===== src/rtl/integrate_sched_pkg.sv =====
// rtl/integrate_sched_pkg.sv - shared ceil-log2, ID width derivation and tag layout for integrate_sched
package integrate_sched_pkg;

  // Tag id field is sized for up to 256 requesters; users slice off the low id_width() bits.
  localparam int TAG_ID_MAX_W = 8;

  function automatic int clog2(input int n);
    int r;
    r = 0;
    while ((1 << r) < n) r = r + 1;
    return r;
  endfunction

  function automatic int id_width(input int req_num);
    return (clog2(req_num) < 1) ? 1 : clog2(req_num);
  endfunction

  typedef struct packed {
    logic                    valid;
    logic                    last;
    logic [TAG_ID_MAX_W-1:0] id;
  } tag_t;

endpackage


===== src/rtl/integrate_sched_if.sv =====
// rtl/integrate_sched_if.sv - requester-side and result-side bus of integrate_sched
interface integrate_sched_if #(
  parameter int IN_NUM    = 4,
  parameter int BIT_WIDTH = 8,
  parameter int REQ_NUM   = 3,
  parameter int ACC_WIDTH = 16
) ();
  localparam int ID_W = integrate_sched_pkg::id_width(REQ_NUM);

  logic [REQ_NUM-1:0]                    in_req;
  logic [REQ_NUM-1:0]                    in_last;
  logic [0:REQ_NUM*IN_NUM*BIT_WIDTH-1]   in_values;
  logic [REQ_NUM-1:0]                    in_ack;
  logic                                  out_valid;
  logic [ID_W-1:0]                       out_id;
  logic [ACC_WIDTH-1:0]                  out_value;

  modport master (
    output in_req, in_last, in_values,
    input  in_ack, out_valid, out_id, out_value
  );

  modport slave (
    input  in_req, in_last, in_values,
    output in_ack, out_valid, out_id, out_value
  );
endinterface


===== src/rtl/integrate.sv =====
// rtl/integrate.sv - pipelined binary adder tree, one register per level, sum wraps at BIT_WIDTH
module integrate import integrate_sched_pkg::*; #(
  parameter int IN_NUM    = 4,
  parameter int BIT_WIDTH = 8
) (
  input  logic                            clock,
  input  logic [0:IN_NUM*BIT_WIDTH-1]     in_values,
  output logic [BIT_WIDTH-1:0]            out_value
);
  localparam int L = clog2(IN_NUM);
  localparam int P = 1 << L;

  logic [BIT_WIDTH-1:0] leaf [P];

  always_comb begin
    for (int i = 0; i < P; i++) leaf[i] = '0;
    for (int i = 0; i < IN_NUM; i++) leaf[i] = in_values[i*BIT_WIDTH +: BIT_WIDTH];
  end

  generate
    if (L == 0) begin : g_wire
      assign out_value = leaf[0];
    end else begin : g_tree
      // Heap layout: node n sums nodes 2n and 2n+1; indices P..2P-1 are the leaves.
      logic [BIT_WIDTH-1:0] node_q [1:P-1];
      logic [BIT_WIDTH-1:0] heap   [1:2*P-1];

      always_comb begin
        for (int n = 1; n < P; n++) heap[n] = node_q[n];
        for (int i = 0; i < P; i++) heap[P+i] = leaf[i];
      end

      always_ff @(posedge clock) begin
        for (int n = 1; n < P; n++) node_q[n] <= heap[2*n] + heap[2*n+1];
      end

      assign out_value = node_q[1];
    end
  endgenerate
endmodule


===== src/rtl/rr_arbiter.sv =====
// rtl/rr_arbiter.sv - round-robin arbiter, one-hot grant, pointer moves past each winner
module rr_arbiter import integrate_sched_pkg::*; #(
  parameter int REQ_NUM = 3,
  parameter int ID_W    = id_width(REQ_NUM)
) (
  input  logic               clock,
  input  logic               reset,
  input  logic [REQ_NUM-1:0] req_i,
  output logic [REQ_NUM-1:0] grant_o,
  output logic [ID_W-1:0]    grant_id_o,
  output logic               grant_valid_o
);
  logic [ID_W-1:0] ptr_q, ptr_d;

  function automatic int wrap_idx(input int base, input int k);
    return (base + k >= REQ_NUM) ? base + k - REQ_NUM : base + k;
  endfunction

  // Scan from farthest to nearest so the requester closest to ptr wins.
  always_comb begin
    grant_o       = '0;
    grant_id_o    = '0;
    grant_valid_o = 1'b0;
    ptr_d         = ptr_q;
    if (!reset) begin
      for (int k = REQ_NUM - 1; k >= 0; k--) begin
        if (req_i[wrap_idx(int'(ptr_q), k)]) begin
          grant_o                              = '0;
          grant_o[wrap_idx(int'(ptr_q), k)]    = 1'b1;
          grant_id_o                           = ID_W'(wrap_idx(int'(ptr_q), k));
          grant_valid_o                        = 1'b1;
        end
      end
      if (grant_valid_o) ptr_d = ID_W'(wrap_idx(int'(grant_id_o), 1));
    end
  end

  always_ff @(posedge clock) begin
    if (reset) ptr_q <= '0;
    else       ptr_q <= ptr_d;
  end
endmodule


===== src/rtl/integrate_sched.sv =====
// rtl/integrate_sched.sv - round-robin sharing of one integrate tree with per-requester packet sums
// Optional INTEG_SCHED_OUTREG_EN adds one output register stage (latency L+2).
module integrate_sched import integrate_sched_pkg::*; #(
  parameter int IN_NUM    = 4,
  parameter int BIT_WIDTH = 8,
  parameter int REQ_NUM   = 3,
  parameter int ACC_WIDTH = 16
) (
  input  logic               clock,
  input  logic               reset,
  integrate_sched_if.slave   bus
);
  localparam int L       = clog2(IN_NUM);
  localparam int ID_W    = id_width(REQ_NUM);
  localparam int SLICE_W = IN_NUM * BIT_WIDTH;

  logic [REQ_NUM-1:0]   grant;
  logic [ID_W-1:0]      grant_id;
  logic                 grant_valid;
  logic [0:SLICE_W-1]   tree_in;
  logic [BIT_WIDTH-1:0] tree_sum;
  tag_t                 tag_in, tag_out;

  rr_arbiter #(.REQ_NUM(REQ_NUM), .ID_W(ID_W)) u_arb (
    .clock         (clock),
    .reset         (reset),
    .req_i         (bus.in_req),
    .grant_o       (grant),
    .grant_id_o    (grant_id),
    .grant_valid_o (grant_valid)
  );

  assign bus.in_ack = grant;

  always_comb begin
    tree_in      = '0;
    tag_in       = '0;
    tag_in.valid = grant_valid;
    tag_in.last  = |(grant & bus.in_last);
    tag_in.id    = TAG_ID_MAX_W'(grant_id);
    if (grant_valid) tree_in = bus.in_values[int'(grant_id)*SLICE_W +: SLICE_W];
  end

  integrate #(.IN_NUM(IN_NUM), .BIT_WIDTH(BIT_WIDTH)) u_tree (
    .clock     (clock),
    .in_values (tree_in),
    .out_value (tree_sum)
  );

  generate
    if (L == 0) begin : g_tag_wire
      assign tag_out = tag_in;
    end else begin : g_tag_pipe
      tag_t tag_q [L];
      always_ff @(posedge clock) begin
        if (reset) begin
          for (int i = 0; i < L; i++) tag_q[i] <= '0;
        end else begin
          tag_q[0] <= tag_in;
          for (int i = 1; i < L; i++) tag_q[i] <= tag_q[i-1];
        end
      end
      assign tag_out = tag_q[L-1];
    end
  endgenerate

  logic [ID_W-1:0]      tag_id;
  logic                 tag_id_unused;
  logic [ACC_WIDTH-1:0] acc_q [REQ_NUM];
  logic [ACC_WIDTH-1:0] sum_d;
  logic                 out_valid_q;
  logic [ID_W-1:0]      out_id_q;
  logic [ACC_WIDTH-1:0] out_value_q;

  assign tag_id        = tag_out.id[ID_W-1:0];
  assign tag_id_unused = ^tag_out.id;
  assign sum_d         = acc_q[tag_id] + ACC_WIDTH'(tree_sum);

  always_ff @(posedge clock) begin
    if (reset) begin
      for (int r = 0; r < REQ_NUM; r++) acc_q[r] <= '0;
      out_valid_q <= 1'b0;
      out_id_q    <= '0;
      out_value_q <= '0;
    end else begin
      out_valid_q <= 1'b0;
      if (tag_out.valid) begin
        if (tag_out.last) begin
          out_valid_q   <= 1'b1;
          out_id_q      <= tag_id;
          out_value_q   <= sum_d;
          acc_q[tag_id] <= '0;
        end else begin
          acc_q[tag_id] <= sum_d;
        end
      end
    end
  end

`ifdef INTEG_SCHED_OUTREG_EN
  logic                 outreg_valid_q;
  logic [ID_W-1:0]      outreg_id_q;
  logic [ACC_WIDTH-1:0] outreg_value_q;

  always_ff @(posedge clock) begin
    if (reset) begin
      outreg_valid_q <= 1'b0;
      outreg_id_q    <= '0;
      outreg_value_q <= '0;
    end else begin
      outreg_valid_q <= out_valid_q;
      outreg_id_q    <= out_id_q;
      outreg_value_q <= out_value_q;
    end
  end

  assign bus.out_valid = outreg_valid_q;
  assign bus.out_id    = outreg_id_q;
  assign bus.out_value = outreg_value_q;
`else
  assign bus.out_valid = out_valid_q;
  assign bus.out_id    = out_id_q;
  assign bus.out_value = out_value_q;
`endif
endmodule


===== src/flat_wrapper.sv =====
// flat-port wrapper written by rule: the top's interface ports become plain ports
module integrate_sched_flat import integrate_sched_pkg::*;
#(
  parameter int IN_NUM    = 4,
  parameter int BIT_WIDTH = 8,
  parameter int REQ_NUM   = 3,
  parameter int ACC_WIDTH = 16
)
  (clock, reset, bus_in_req, bus_in_last, bus_in_values, bus_in_ack, bus_out_valid, bus_out_id, bus_out_value);
  integrate_sched_if #(.IN_NUM(IN_NUM), .BIT_WIDTH(BIT_WIDTH), .REQ_NUM(REQ_NUM), .ACC_WIDTH(ACC_WIDTH)) bus_i ();
  input  logic clock;
  input  logic reset;
  input wire logic [$bits(bus_i.in_req)-1:0] bus_in_req;
  input wire logic [$bits(bus_i.in_last)-1:0] bus_in_last;
  input wire logic [$bits(bus_i.in_values)-1:0] bus_in_values;
  output wire logic [$bits(bus_i.in_ack)-1:0] bus_in_ack;
  output wire logic [$bits(bus_i.out_valid)-1:0] bus_out_valid;
  output wire logic [$bits(bus_i.out_id)-1:0] bus_out_id;
  output wire logic [$bits(bus_i.out_value)-1:0] bus_out_value;
  assign bus_i.in_req = bus_in_req;
  assign bus_i.in_last = bus_in_last;
  assign bus_i.in_values = bus_in_values;
  assign bus_in_ack = bus_i.in_ack;
  assign bus_out_valid = bus_i.out_valid;
  assign bus_out_id = bus_i.out_id;
  assign bus_out_value = bus_i.out_value;
  integrate_sched #(.IN_NUM(IN_NUM), .BIT_WIDTH(BIT_WIDTH), .REQ_NUM(REQ_NUM), .ACC_WIDTH(ACC_WIDTH)) u_core (.clock(clock), .reset(reset), .bus(bus_i));
endmodule

===== config.mk =====
export PLATFORM = sky130hd
export DESIGN_NAME = integrate_sched_flat
export DESIGN_NICKNAME = d
export VERILOG_FILES = /design/src/rtl/integrate_sched_pkg.sv /design/src/rtl/integrate_sched_if.sv /design/src/rtl/integrate.sv /design/src/rtl/rr_arbiter.sv /design/src/rtl/integrate_sched.sv /design/src/flat_wrapper.sv
export SDC_FILE = /design/constraint.sdc
export NUM_CORES = 1
export LEC_CHECK = 0
export ABC_AREA = 1
export BUFFER_PORTS_ARGS = -buffer_cell sky130_fd_sc_hd__buf_2
export CORE_MARGIN = 5
export CORE_UTILIZATION = 51
export CTS_BUF_LIST = sky130_fd_sc_hd__clkbuf_16
export DETAILED_ROUTE_END_ITERATION = 10
export GPL_TIMING_DRIVEN = 0
export PLACE_DENSITY = 0.86
export SLEW_MARGIN = 20
export SYNTH_ARGS = -nofsm -noshare
export SYNTH_HDL_FRONTEND = slang
export SYNTH_HIERARCHICAL = 1
export SYNTH_SLANG_ARGS = --single-unit

===== constraint.sdc =====
create_clock -name clock -period 3.2 [get_ports clock]
set_clock_uncertainty 0.15 [all_clocks]
set_input_delay 0.64 -clock clock [delete_from_list [all_inputs] [get_ports clock]]
set_output_delay 0.64 -clock clock [all_outputs]
set_load 0.005 [all_outputs]

; ---- Yosys cells after proc, flatten, opt, wreduce, memory -nomap -nowiden
; Memory sizes are Yosys's and may differ from the RTL's.
; Cells that the tools add are included.
[word_totals]
word_cells = 91
reg_bits = 21
ram_bits = 92
out_inout_bits = 22
mem_count = 3
[memory_table]
columns = name, words, width, rd, rd_clocked_by_memory_dff, write_ports, line
row1 = u_core.acc_q, 3, 16, 1, 0, 3, integrate_sched.sv:69  ; logic [ACC_WIDTH-1:0] acc_q [REQ_NUM];
row2 = u_core.u_tree.g_tree.node_q, 3, 8, 3, 0, 3, integrate.sv:25  ; logic [BIT_WIDTH-1:0] node_q [1:P-1];
row3 = u_core.g_tag_pipe.tag_q, 2, 10, 2, 0, 2, integrate_sched.sv:54  ; tag_t tag_q [L];
[op_classes]
n_reduce_logical = 6
add_sub_neg = 11
magnitude_cmp = 10
shift = 1
muxes = 51
bitwise_logic = 5
[op_table]
columns = operator, n
row1 = $mux W32, 4
row2 = $shiftx A96 B32 Y97, 1
row3 = $ge A32 B1 Y1 const B, 3
row4 = $lt A32 B4 Y1 const B, 3
row5 = $ge A32 B3 Y1 const B, 2
row6 = $sub A32 B3 Y32 const B, 2
row7 = $mux W16, 2
row8 = $not A7 Y32, 1
row9 = $mux W1, 26
row10 = $add A8 B8 Y8, 3
row11 = $mux W10, 2
row12 = $add A16 B8 Y16, 1
row13 = $reduce_or A16 Y1, 1
row14 = $mux W2, 7
row15 = $mux W3, 4
row16 = $add A2 B1 Y3 const B, 2
row17 = $bmux W1 S2, 3
row18 = $demux W1 S2, 3
row19 = $add A2 B2 Y3 const B, 1
row20 = $and A3 B3 Y3, 1
row21 = $ge A3 B2 Y1 const B, 1
row22 = $logic_and A1 B1 Y1, 3
row23 = $or A1 B1 Y1, 3
row24 = $reduce_or A3 Y1, 1
row25 = 4 further kinds, 4

; ---- Depth between registers and ports, before layout
[logic_depth]
word_depth = 15
mapped_depth = 26
ltp_nobuf = 24

; ---- Hierarchy
; Netlist, hierarchy kept.
[modules_own_cells]
columns = mod, seq_area_each_um2, cells_each, instances, area_per_inst_um2
row1 = integrate_sched, 2462.4, 706, 1, 5258.8
row2 = integrate, 480.5, 204, 1, 1501.4
row3 = rr_arbiter, 40.0, 71, 1, 401.6

; ---- Worst setup path after synthesis
; No wires, ideal clock.
[synth_path]
path_type = register to register
from = register u_core.u_arb.ptr_q[0]
to = register, netlist name u_core/u_tree/g_tree.node_q[0][14]
path_stages_with_launch = 24
arrival_ns = 3.159
slack_ns = -0.222
n_path_buf = 2
setup_time_ns = 0.112
path_cell_list = dfxtp_1 -> inv_1 -> ha_1 -> inv_2 -> nand3_1 -> o21ai_0 -> nand2_1 -> a21o_1 -> nor2_1 -> clkbuf_1 -> inv_1 -> nor2_1 -> clkbuf_1 -> nand2_1 -> a21oi_1 -> ha_1 -> inv_1 -> fa_1 -> inv_1 -> nand2_1 -> nand2_1 -> nand3_1 -> nand3_1 -> nand2_1
[synth_lines]
columns = element, line
row1 = "start, declared", rr_arbiter.sv:13  ; logic [ID_W-1:0] ptr_q, ptr_d;
row2 = "start signal, assigned", rr_arbiter.sv:40  ; else ptr_q <= ptr_d;

==> flow_summary.ini <==
[critical_path]
critPathKind = reg2reg
cp.required_ps = 3350
crit_fanout = 6
start_kind = flip-flop
worstSetupEndpointType = flip-flop
arrival_ps = 3680

[cts]
numCtsBuffers = 17
cts_hold_buf = 0
cts-root-buf = clkbuf_16
clkTransAtPathRegs_ps = 60
cts_buffer_depth = 2
htree_num_levels = 4
cts_num_sinks = 117
cts_tree = yes
clk_latency_ps = 420

[final_layout]
fin_area_um2 = 9760
drive_above_1_share_pct = 32.5
nets = 1317
area_delta_synth_final_pct = 36.2
antennaDiodeCount = 0

[place]
placed_area_um2 = 8080
post-place-ws_ps = -517
io_buffers = 125
gp_congestion = 0.906
hpwl_um = 13800

[pwr]
power_leakage_uw = 0.00479
power_uw = 8580
p_per_area_nw_per_um2 = 880
irDropWorstVdd_mv = 0.544

[flow_run]
cap_violations = 0

[status]
status = finished, violations left
violations = setup timing

[sta]
rsz0062_at_grt = yes
fmax_mhz = 283
whs_ps = 241
slew_headroom_pct = 45.5
hold_viol = 0
tightestPinTransition_ps = 816
fin_crit_sh_pct = 110
setup_viol = 13
setup_ws_ps = -334
layout_min_cycle_time_ps = 3530
fin_tns_setup_ps = -2370
slew_violations = 0

[synthesis]
synthSimpleGateAreaFrac_pct = 31.1
syn_area_um2 = 7160
ys.flop_type = edfxtp_1
ys_ff_latch = 117
yosysUniqueCellTypes = 38
synth_xor_area_share_pct = 2.55
synth_top_family_by_area = simple AND/OR/NAND/NOR gates
synthAdderAreaFrac_pct = 6.88
synth_edf_count = 64
synth_top_area_share_pct = 26.8
synth-compound-area-share_pct = 8.96
yosysMostFrequentCell = nand2_1
yosysWarningCount = 6
async_reset_ff_share_pct = 0
syn_area_per_cell_um2 = 7.30
syn_inst = 981
yosys-top-cells-count = nand2_1, nor2_1, inv_1
synth_fp_nets = 1122
synth_top_area_cell = edfxtp_1
synth.area.top_cells = edfxtp_1, dfxtp_1, nand2_1
ys_seq_area_share_pct = 41.6
synth_mux_area_share_pct = 0

[drt]
ant_nets = 0
drc = 0
drtIter0Drc = 975
viasPerCell = 5.61
vias = 7680
first_pass_iters = 6
routedWlPerCell_um = 17.3
wirelength_um = 23600

[global_route]
grt_pass1_vias = 6858
grt_util_all_layers_pct = 24.4
globalRouteOverflowTotal = 0
antenna_found_initial = 0
grt_max_degree = 17
grt_pass1_wl_um = 32100

[floorplanning]
die_area_um2 = 16500
rows = 43
die_height_um = 129
initial_core_util_pct = 51.8
pin_count = 126
coreArea_um2 = 13800
die_w_um = 129

[worst_hold_path]
min_path_type = reg2reg
[metal layers]
metal  share of wire [%]  vias up  global-route usage, %
li1                    -     3516                      -
met1                  35     3484                   29.7
met2                  50      560                   42.0
met3                  10      120                   5.19
met4                 4.7        0                   10.1
met5                   0        -                      0
[critical path, cell delays in order (launching register included)]
cell	delay, ps
dfxtp_4	370
inv_4	40
ha_4	330
inv_6	60
nand2_4	60
nand3_2	70
nand2_2	100
nand2_2	70
nand2_2	80
a21oi_2	70
buf_6	140
buf_4	150
nor2_4	250
buf_8	160
buf_6	120
nand2_1	80
a21oi_2	250
ha_4	260
buf_4	140
nand2_1	50
inv_1	80
nand3_4	110
nand2_2	50
nand2_1	100
nand2_1	80
[metrics by stage]
stage / cells / util, %
floorplan: 981 / -
global placement: 1286 / 58.3
detailed placement: 1287 / 58.4
CTS: 1349 / 66.4
global route: 1369 / 70.6
finish: 1369 / 70.6
[cells by family after synthesis]
logic type               after synthesis
adder cells (fa/ha/maj)               37
XOR/XNOR                              20
AO/OA/AOI/OAI                        117
flip-flops                           117
AND/OR/NAND/NOR                      532
buffers and inverters                158
[worst paths after layout]
| kind | depth (start not counted) | from | end | slack [ps] |
|---|---|---|---|---|
| max | 24 | u_core/u_arb/ptr_q[0] | u_core/u_tree/g_tree.node_q[0][22] | -330 |
| min | 2 | u_core/g_tag_pipe.tag_q[0][0] | u_core/g_tag_pipe.tag_q[0][10] | 240 |
| max reg2reg | 24 | u_core/u_arb/ptr_q[0] | u_core/u_tree/g_tree.node_q[0][22] | -330 |
| min reg2reg | 2 | u_core/g_tag_pipe.tag_q[0][0] | u_core/g_tag_pipe.tag_q[0][10] | 240 |
[flip-flops by register name (all words and copies together), names as in the netlist]
| name | flops |
|---|---|
| u_core/bus.out_id | 2 |
| u_core/bus.out_value | 16 |
| u_core/u_tree/g_tree.node_q | 24 |
| u_core/bus.out_valid | 1 |
| u_core/acc_q | 64 |
| u_core/u_arb/ptr_q | 2 |
| u_core/g_tag_pipe.tag_q | 8 |
[repair_timing]
item | CTS | global route
gates cloned | 0 | 1
setup buffers | 31 | 20
pin swaps | 29 | 51
endpoints found under the setup margin | 69 | 58
resized for setup | 77 | 115
[report_power, final]
group	leakage [uW]	internal [uW]	switching (uW)
clock	0.000296	1280	640
combinational	0.00339	1980	2740
sequential	0.00110	1830	117
total	0.00479	5080	3500
[final cells by class]
cell class	count	area [um2]
clock buffers	17	425
plain buffers	34	294
inverters	123	484
fillers	904	4070
well taps	180	225
flip-flops and latches	117	2990
repair buffers	177	1080
multi-input cells	706	4080
clock inverters	15	171
[layout by cell type, fill, tap and decap left out, types with 8 or more instances in the layout]
cell type / netlist / layout
nand2_1: 262 / 227
nor2_1: 175 / 171
buf_2: 4 / 127
inv_1: 111 / 104
edfxtp_1: 64 / 64
dfxtp_1: 53 / 50
buf_4: 3 / 45
nand3_1: 50 / 41
o21ai_0: 47 / 40
nand2_2: 13 / 39
a21oi_1: 51 / 25
a21oi_2: 0 / 22
ha_1: 33 / 22
clkbuf_16: 0 / 18
inv_2: 12 / 15
buf_6: 3 / 11
nand3_2: 4 / 11
a22oi_1: 10 / 10
nand2_4: 2 / 10
xnor2_1: 14 / 10
clkbuf_1: 25 / 8
Power figures use the tool's default switching activity.
